--- src/rtl/bytecode_fetch_pkg.sv ---
// Shared definitions for the bytecode fetch unit and the conversion state machine:
// FSM encoding, default memory geometry, opcode constants and the byte-lane helper.
package bytecode_fetch_pkg;

    localparam int DEFAULT_SIZE          = 256;
    localparam int DEFAULT_ADDRESS_WIDTH = 8;
    localparam logic [7:0] WIDE_OPCODE   = 8'hC4;

    typedef enum logic [1:0] {
        ST_IDLE    = 2'd0,
        ST_REQ     = 2'd1,
        ST_WAIT    = 2'd2,
        ST_DELIVER = 2'd3
    } fetch_state_t;

    // JVM bytecode is big-endian: lane 0 is the most significant byte of the word.
    function automatic logic [7:0] get_byte_lane(input logic [31:0] word, input logic [1:0] lane);
        logic [7:0] result;
        case (lane)
            2'd0:    result = word[31:24];
            2'd1:    result = word[23:16];
            2'd2:    result = word[15:8];
            2'd3:    result = word[7:0];
            default: result = 8'h00;
        endcase
        return result;
    endfunction

endpackage

--- src/rtl/bytecode_fetch.sv ---
// Byte-serial fetch of JVM bytecode from a 32-bit word memory, with a one-word
// buffer so that consecutive bytes of the same word are served without a read.
module bytecode_fetch
    import bytecode_fetch_pkg::*;
#(
    parameter int SIZE          = DEFAULT_SIZE,
    parameter int ADDRESS_WIDTH = DEFAULT_ADDRESS_WIDTH
) (
    input  logic                     clk,
    input  logic                     reset,
    input  logic                     start,
    input  logic                     pc_reset,
    output logic [7:0]               next_byte,
    output logic                     ready,
    output logic                     eof,
    output logic [ADDRESS_WIDTH+1:0] byte_pc,
    output logic                     mem_rd,
    output logic [ADDRESS_WIDTH-1:0] mem_addr,
    input  logic [31:0]              mem_rdata
);

    // One extra bit lets the counter hold SIZE*4 itself, the end-of-code position.
    localparam int PCW = ADDRESS_WIDTH + 3;
    localparam logic [PCW-1:0] END_PC = PCW'(SIZE * 4);

    fetch_state_t             state_r;
    fetch_state_t             state_nxt_s;
    logic [PCW-1:0]           pc_r;
    logic [31:0]              buf_data_r;
    logic [ADDRESS_WIDTH-1:0] buf_tag_r;
    logic                     buf_valid_r;
    logic [7:0]               next_byte_r;
    logic [ADDRESS_WIDTH+1:0] byte_pc_r;
    logic                     ready_r;
    logic                     eof_r;
    logic                     mem_rd_r;
    logic [ADDRESS_WIDTH-1:0] mem_addr_r;

    logic [ADDRESS_WIDTH-1:0] word_idx_s;
    logic [1:0]               lane_s;
    logic                     hit_s;
    logic                     at_end_s;
    logic                     issue_rd_s;
    logic                     deliver_hit_s;
    logic                     deliver_mem_s;
    logic                     deliver_eof_s;

    // Next-state logic and the one-cycle action strobes for the datapath.
    always_comb begin
        word_idx_s    = pc_r[ADDRESS_WIDTH+1:2];
        lane_s        = pc_r[1:0];
        hit_s         = buf_valid_r && (buf_tag_r == word_idx_s);
        at_end_s      = (pc_r == END_PC);
        state_nxt_s   = state_r;
        issue_rd_s    = 1'b0;
        deliver_hit_s = 1'b0;
        deliver_mem_s = 1'b0;
        deliver_eof_s = 1'b0;
        if (pc_reset) begin
            state_nxt_s = ST_IDLE;
        end else begin
            case (state_r)
                ST_IDLE: begin
                    if (start) begin
                        if (at_end_s) begin
                            state_nxt_s   = ST_DELIVER;
                            deliver_eof_s = 1'b1;
                        end else if (hit_s) begin
                            state_nxt_s   = ST_DELIVER;
                            deliver_hit_s = 1'b1;
                        end else begin
                            state_nxt_s = ST_REQ;
                            issue_rd_s  = 1'b1;
                        end
                    end else begin
                        state_nxt_s = ST_IDLE;
                    end
                end
                ST_REQ: begin
                    state_nxt_s = ST_WAIT;
                end
                ST_WAIT: begin
                    state_nxt_s   = ST_DELIVER;
                    deliver_mem_s = 1'b1;
                end
                ST_DELIVER: begin
                    state_nxt_s = ST_IDLE;
                end
                default: begin
                    state_nxt_s = ST_IDLE;
                end
            endcase
        end
    end

    // FSM state register.
    always_ff @(posedge clk) begin
        if (reset) begin
            state_r <= ST_IDLE;
        end else begin
            state_r <= state_nxt_s;
        end
    end

    // PC, word buffer and registered outputs; delivery values are captured on entry to DELIVER.
    always_ff @(posedge clk) begin
        if (reset) begin
            pc_r        <= '0;
            buf_data_r  <= 32'h0000_0000;
            buf_tag_r   <= '0;
            buf_valid_r <= 1'b0;
            next_byte_r <= 8'h00;
            byte_pc_r   <= '0;
            ready_r     <= 1'b0;
            eof_r       <= 1'b0;
            mem_rd_r    <= 1'b0;
            mem_addr_r  <= '0;
        end else begin
            ready_r  <= 1'b0;
            mem_rd_r <= 1'b0;
            if (pc_reset) begin
                pc_r        <= '0;
                buf_valid_r <= 1'b0;
            end else if (issue_rd_s) begin
                mem_rd_r   <= 1'b1;
                mem_addr_r <= word_idx_s;
            end else if (deliver_mem_s) begin
                buf_data_r  <= mem_rdata;
                buf_tag_r   <= word_idx_s;
                buf_valid_r <= 1'b1;
                next_byte_r <= get_byte_lane(mem_rdata, lane_s);
                byte_pc_r   <= pc_r[ADDRESS_WIDTH+1:0];
                ready_r     <= 1'b1;
                eof_r       <= 1'b0;
                pc_r        <= pc_r + PCW'(1);
            end else if (deliver_hit_s) begin
                next_byte_r <= get_byte_lane(buf_data_r, lane_s);
                byte_pc_r   <= pc_r[ADDRESS_WIDTH+1:0];
                ready_r     <= 1'b1;
                eof_r       <= 1'b0;
                pc_r        <= pc_r + PCW'(1);
            end else if (deliver_eof_s) begin
                next_byte_r <= 8'h00;
                byte_pc_r   <= pc_r[ADDRESS_WIDTH+1:0];
                ready_r     <= 1'b1;
                eof_r       <= 1'b1;
            end
        end
    end

    assign next_byte = next_byte_r;
    assign byte_pc   = byte_pc_r;
    assign ready     = ready_r;
    assign eof       = eof_r;
    assign mem_rd    = mem_rd_r;
    assign mem_addr  = mem_addr_r;

endmodule

--- config.mk ---
export PLATFORM = sky130hd
export DESIGN_NAME = bytecode_fetch
export DESIGN_NICKNAME = d
export VERILOG_FILES = /design/src/rtl/bytecode_fetch_pkg.sv /design/src/rtl/bytecode_fetch.sv
export SDC_FILE = /design/constraint.sdc
export NUM_CORES = 1
export LEC_CHECK = 0
export ABC_CLOCK_PERIOD_IN_PS = 2100
export CORE_ASPECT_RATIO = 0.7
export CORE_MARGIN = 2
export CORE_UTILIZATION = 30
export CTS_CLUSTER_DIAMETER = 60
export DETAILED_ROUTE_END_ITERATION = 8
export HOLD_SLACK_MARGIN = 0.05
export SETUP_SLACK_MARGIN = 0.4
export SYNTH_ARGS = -nofsm -noshare
export SYNTH_HDL_FRONTEND = slang
export SYNTH_SLANG_ARGS = --single-unit
--- constraint.sdc ---
create_clock -name clk -period 2.1 [get_ports clk]
set_input_delay 0.42 -clock clk [delete_from_list [all_inputs] [get_ports clk]]
set_output_delay 0.42 -clock clk [all_outputs]
set_load 0.01 [all_outputs]
## After elaboration in Yosys (flattened, before gate mapping)

Index checks and enable logic that the tools add are counted.
W data, S select, Z words.

- Register bits after elaboration: 83
- Bits of input ports: 36
- Output and inout port bits: 29
- Word-level logic and storage cells: 71

- $add $sub $neg: 1
- Equality and inequality tests: 8
- Muxes and demuxes: 37
- Bitwise gates (word level): 2
- Reductions and logical operators: 12

Operator list:

| cell | count |
|---|---|
| $pmux W8 S4 | 2 |
| $mux W10 | 3 |
| $mux W8 | 3 |
| $mux W1 | 23 |
| $mux W11 | 2 |
| $add A11 B1 Y11 const B | 1 |
| $eq A11 B11 Y1 const B | 1 |
| $eq A2 B2 Y1 const B | 4 |
| $eq A8 B8 Y1 | 1 |
| $pmux W2 S4 | 1 |
| $mux W2 | 3 |
| $reduce_and A2 Y1 | 3 |
| $reduce_and A3 Y1 | 2 |
| $eq A2 B1 Y1 const B | 2 |
| $logic_not A2 Y1 | 2 |
| $reduce_bool A3 Y1 | 1 |
| $reduce_or A3 Y1 | 1 |
| $not A1 Y1 | 2 |
| $reduce_bool A2 Y1 | 1 |
| $reduce_or A2 Y1 | 1 |
| $logic_and A1 B1 Y1 | 1 |

## Longest topological paths before layout

Gate-level depths: netlist of run 1.

- Word-level depth: 9
- Depth in mapped cells: 10

## Worst setup path before layout of run 1

Ideal clock, no wire load.

- Kind: flip-flop to flip-flop
- From: register pc_r[9]
- To: register pc_r[8]
- Setup time: 135 ps
- Arrival time: 2002 ps
- Data required time: 1965 ps
- Path slack: -37 ps
- Stages on the path, launching flop included: 10
- Path buffers: 3
- Path through: dfxtp_1 -> buf_6 -> xor2_1 -> nor4_4 -> a31oi_2 -> o31a_1 -> buf_6 -> buf_2 -> o311ai_0 -> o41ai_1

- Cells in the longest elaborated chain, start to end: 9

Ends and longest elaborated chain:

| item | line | source |
|---|---|---|
| from (decl) | bytecode_fetch.sv:28 | `logic [PCW-1:0] pc_r;` |
| from (signal assigned) | bytecode_fetch.sv:135 | `pc_r <= pc_r + PCW'(1);` |
| from (signal assigned) | bytecode_fetch.sv:141 | `pc_r <= pc_r + PCW'(1);` |
| $eq A8 B8 Y1 | bytecode_fetch.sv:52 | `hit_s = buf_valid_r && (buf_tag_r == word_idx_s);` |
| $logic_and A1 B1 Y1 | bytecode_fetch.sv:52 |  |
| $mux W1 | bytecode_fetch.sv:68 | `end else if (hit_s) begin` |
| $mux W1 | bytecode_fetch.sv:65 | `if (at_end_s) begin` |
| $mux W1 | bytecode_fetch.sv:64 | `if (start) begin` |
| $mux W1 | bytecode_fetch.sv:62 | `case (state_r)` |
| $mux W1 | bytecode_fetch.sv:59 | `if (pc_reset) begin` |
| $reduce_bool A2 Y1 (no source line) or $not A1 Y1 (tied branches) | n/a |  |
| $reduce_and A2 Y1 (no source line) (*) | n/a |  |

Mark *: on every way between the ends. The rest lies on a longest branch, timed or not.
A chain may end at the register's enable or synchronous reset.

## Final worst setup path of run 1

- From: register pc_r[3]
- To: register pc_r[7]

- Cells in the longest elaborated chain, start to end: 9

Ends and longest elaborated chain:

| item | line |
|---|---|
| $eq A8 B8 Y1 | bytecode_fetch.sv:52 |
| $logic_and A1 B1 Y1 | bytecode_fetch.sv:52 |
| $mux W1 | bytecode_fetch.sv:68 |
| $mux W1 | bytecode_fetch.sv:65 |
| $mux W1 | bytecode_fetch.sv:64 |
| $mux W1 | bytecode_fetch.sv:62 |
| $mux W1 | bytecode_fetch.sv:59 |
| $reduce_bool A2 Y1 (no source line) or $not A1 Y1 (tied branches) | n/a |
| $reduce_and A2 Y1 (no source line) | n/a |

Parallel ways exist; a longest one is shown, timed or not. The select of a mux whose other input is x is not followed.

==> flow_metrics.env, run 1 <==
export IMPL_outcome="complete, but fails checks"
export IMPL_violations="negative setup slack"
export IMPL_power_share_clock=0.487
export IMPL_grt_pass1_wl_mm=19.0
export IMPL_fillerInstances=1058
export IMPL_postCtsHoldBufs=0
export IMPL_cts_sinks=83
export IMPL_pin_count=65
export IMPL_design_die_area_um2=13300
export IMPL_swShare=0.208
export IMPL_cts_max_path_buffers=2
export IMPL_rsz0062_at_grt="yes"
export IMPL_final_hold_violation_count=0
export IMPL_dpl_instance_area_um2=4870
export IMPL_syn_num_nets=519
export IMPL_cp_arrival_ns=2.54
export IMPL_grt_max_degree=42
export IMPL_start_util=0.312
export IMPL_drt_pass1_iter_count=5
export IMPL_cp_required_ns=2.36
export IMPL_fmax_mhz=440
export IMPL_irDropWorstVdd_mv=0.403
export IMPL_drc=0
export IMPL_post_dp_hpwl_mm=7.84
export IMPL_cell_internal_pwr_uw=2690
export IMPL_fin_area_um2=5890
export IMPL_gp_congestion=0.851
export IMPL_yosysSeqAreaShare=0.449
export IMPL_ant_nets=0
export IMPL_crit_type="register to register"
export IMPL_fp_dieW_um=137
export IMPL_hp_class="register to register"
export IMPL_rows=33
export IMPL_worst_slew_pin_slew_ns=0.540
export IMPL_syn_avg_cell_area_um2=7.78
export IMPL_wl_per_cell_um=16.2
export IMPL_ys_warn_count=0
export IMPL_stdcell_count=746
export IMPL_io_buffers=64
export IMPL_clk_pin_slew_ns=0.06
export IMPL_numCtsBuffers=9
export IMPL_setup_viol=36
export IMPL_cts_root_buf="clkbuf_16"
export IMPL_fin_crit_sh=1.08
export IMPL_cts_tree="yes"
export IMPL_grt_usage=0.183
export IMPL_drt_iter0_markers=333
export IMPL_via_count=3840
export IMPL_syn2layout_area_growth_pct=59.1
export IMPL_num_antenna_cells=0
export IMPL_synthCells=476
export IMPL_fin_setup_tns_ns=-1.97
export IMPL_comb_power_share=0.050
export IMPL_gr_total_overflow=0
export IMPL_antenna_found_initial=0
export IMPL_cap_violations=0
export IMPL_critPathMaxFanout=9
export IMPL_pwr_share_seq=0.463
export IMPL_power_density_nw_per_um2=578
export IMPL_insertion_delay_ns=0.34
export IMPL_slew_headroom=0.640
export IMPL_p_total_uw=3400
export IMPL_drive_above_1_share=0.299
export IMPL_fin_ws_ns=-0.172
export IMPL_skew_ns=0.00723
export IMPL_cts_htree_levels=3
export IMPL_ys_seq_elements=83
export IMPL_viasPerCell=5.15
export IMPL_worst_hold_slack_ns=0.452
export IMPL_nNetsFinal=628
export IMPL_syn_area_um2=3700
export IMPL_die_h_um=96.9
export IMPL_worst_setup_path_end_kind="register"
export IMPL_slew_violations=0
export IMPL_dp_cells=710
export IMPL_synth_distinct_cells=39
export IMPL_period_needed_ns=2.27
export IMPL_worstSetupStartpointType="register"
export IMPL_first_global_vias=3598
export IMPL_coreArea_um2=11900
export IMPL_switchingPower_uw=708
export IMPL_leakagePower_uw=0.00217
export IMPL_drt_wl_total_mm=12.1
[kinds of logic after synthesis]
kind of cell,Yosys count,share of synthesized area
AO/OA/AOI/OAI,124,0.207
XOR/XNOR,9,0.0213
adder cells (fa/ha/maj),7,0.0237
buffers and inverters,47,0.0541
flip-flops,83,0.449
multiplexers,2,0.00575
AND/OR/NAND/NOR,204,0.239
[layout by cell type, fill, tap and decap left out, drive strengths merged, types with 2 or more instances in the layout]
cell,n
clkinv,3
inv,6
clkbuf,11
a21oi,76
nand2b,2
buf,74
nor3,11
nand3,15
or4,3
clkdlybuf4s50,57
dfxtp,83
o31a,2
bufinv,2
a211oi,8
nor2,33
nand2,123
xor2,7
and3,2
dlymetal6s2s,6
o21ai,12
or3,5
nor4,4
a222oi,16
o31ai,4
ha,7
xnor2,2
nor4b,2
[critical path, cell delays in order (launching register included)]
cell	delay, ns
dfxtp_2	0.36
xor2_1	0.15
nor3_1	0.24
buf_4	0.17
a31oi_2	0.12
o31a_1	0.34
buf_6	0.15
or4_4	0.52
a21oi_2	0.15
[sequential cells by signal, summed over array words and instances, names as in the netlist]
register     flops
buf_data_r      32
pc_r            11
byte_pc         10
buf_tag_r        8
mem_addr         8
next_byte        8
state_r          2
buf_valid_r      1
eof              1
mem_rd           1
ready            1
[cells in the mapped netlist]
cell	number	share of area
o311ai_0	1	0.0024
a22oi_1	1	0.0020
nor2_1	33	0.033
nand2b_1	2	0.0034
nor3_1	11	0.015
xor2_1	7	0.017
o21ai_0	12	0.016
mux2i_1	1	0.0027
a222oi_1	16	0.043
nor4_1	3	0.0051
nand2_1	123	0.12
and4_1	1	0.0024
nor4_4	1	0.0057
ha_1	7	0.024
nand4_1	1	0.0017
buf_2	7	0.0095
buf_6	2	0.0061
o31ai_2	1	0.0034
o31ai_1	3	0.0061
or3_1	5	0.0085
o41ai_1	1	0.0024
clkbuf_1	32	0.032
mux2_2	1	0.0030
a31oi_2	1	0.0034
o21a_1	1	0.0020
dfxtp_1	83	0.45
nor4b_2	1	0.0041
a211oi_1	8	0.016
and2_1	1	0.0017
xnor2_1	2	0.0047
or2_2	1	0.0017
a21oi_1	76	0.10
a21o_1	1	0.0020
nor4b_1	1	0.0024
o31a_1	2	0.0047
nand3_1	15	0.020
or4_1	3	0.0061
and3_1	2	0.0034
inv_1	6	0.0061
[metrics by stage]
stage	util	setup slack [ns]
final	0.497	-0.172
after global routing	0.497	-0.238
after CTS	0.467	-0.0779
after detailed placement	0.411	-0.164
after global placement	0.411	-0.128
after floorplan	-	-0.00910
[power by group through the flow]
stage / Combinational (µW) / Sequential (µW) / Clock (µW)
6_report: 170 / 1570 / 1660
3_5_place_dp: 152 / 1610 / 0
2_1_floorplan: 49.9 / 1610 / 0
5_1_grt: 183 / 1570 / 1750
3_3_place_gp: 152 / 1610 / 0
4_1_cts: 159 / 1570 / 1680
[area by class of cell]
| cell class | count | area (µm²) | area share |
|---|---|---|---|
| Timing Repair Buffer | 139 | 1440 | 0.244 |
| Sequential cell | 83 | 1680 | 0.285 |
| Clock inverter | 5 | 78.8 | 0.0134 |
| Clock buffer | 10 | 229 | 0.0389 |
| Multi-Input combinational cell | 346 | 2240 | 0.381 |
| Inverter | 6 | 22.5 | 0.00383 |
| Tap cell | 157 | 196 | 0.0334 |
[final timing paths]
check	slack [ns]	endpoint	startpoint	cells past startpoint
max	-0.17	pc_r[7]	pc_r[3]	8
min	0.45	byte_pc[0]	byte_pc[0]	2
max reg2reg	-0.17	pc_r[7]	pc_r[3]	8
min reg2reg	0.45	byte_pc[0]	byte_pc[0]	2
[repair_timing]
action | CTS | global route
pin swaps | 12 | 45
gates resized for setup | 51 | 74
cloned | 5 | 3
endpoints found under the setup margin | 81 | 84
buffers inserted | 7 | 6
[per-layer routing]
metal | global-route usage | routed length (µm) | vias to the layer above
met2 | 0.261 | 5330 | 139
met4 | 0.0385 | 78 | 0
li1 | - | - | 1867
met5 | 0 | 0 | -
met1 | 0.275 | 5830 | 1826
met3 | 0.0435 | 863 | 8
Power figures use the tool's default switching activity.
==> run 2, diff against run 1 <==
ABC_AREA = 0   (was default)
==> results of run 2 <==
No change in the layout: final DEF, timing and power equal those of run 1.
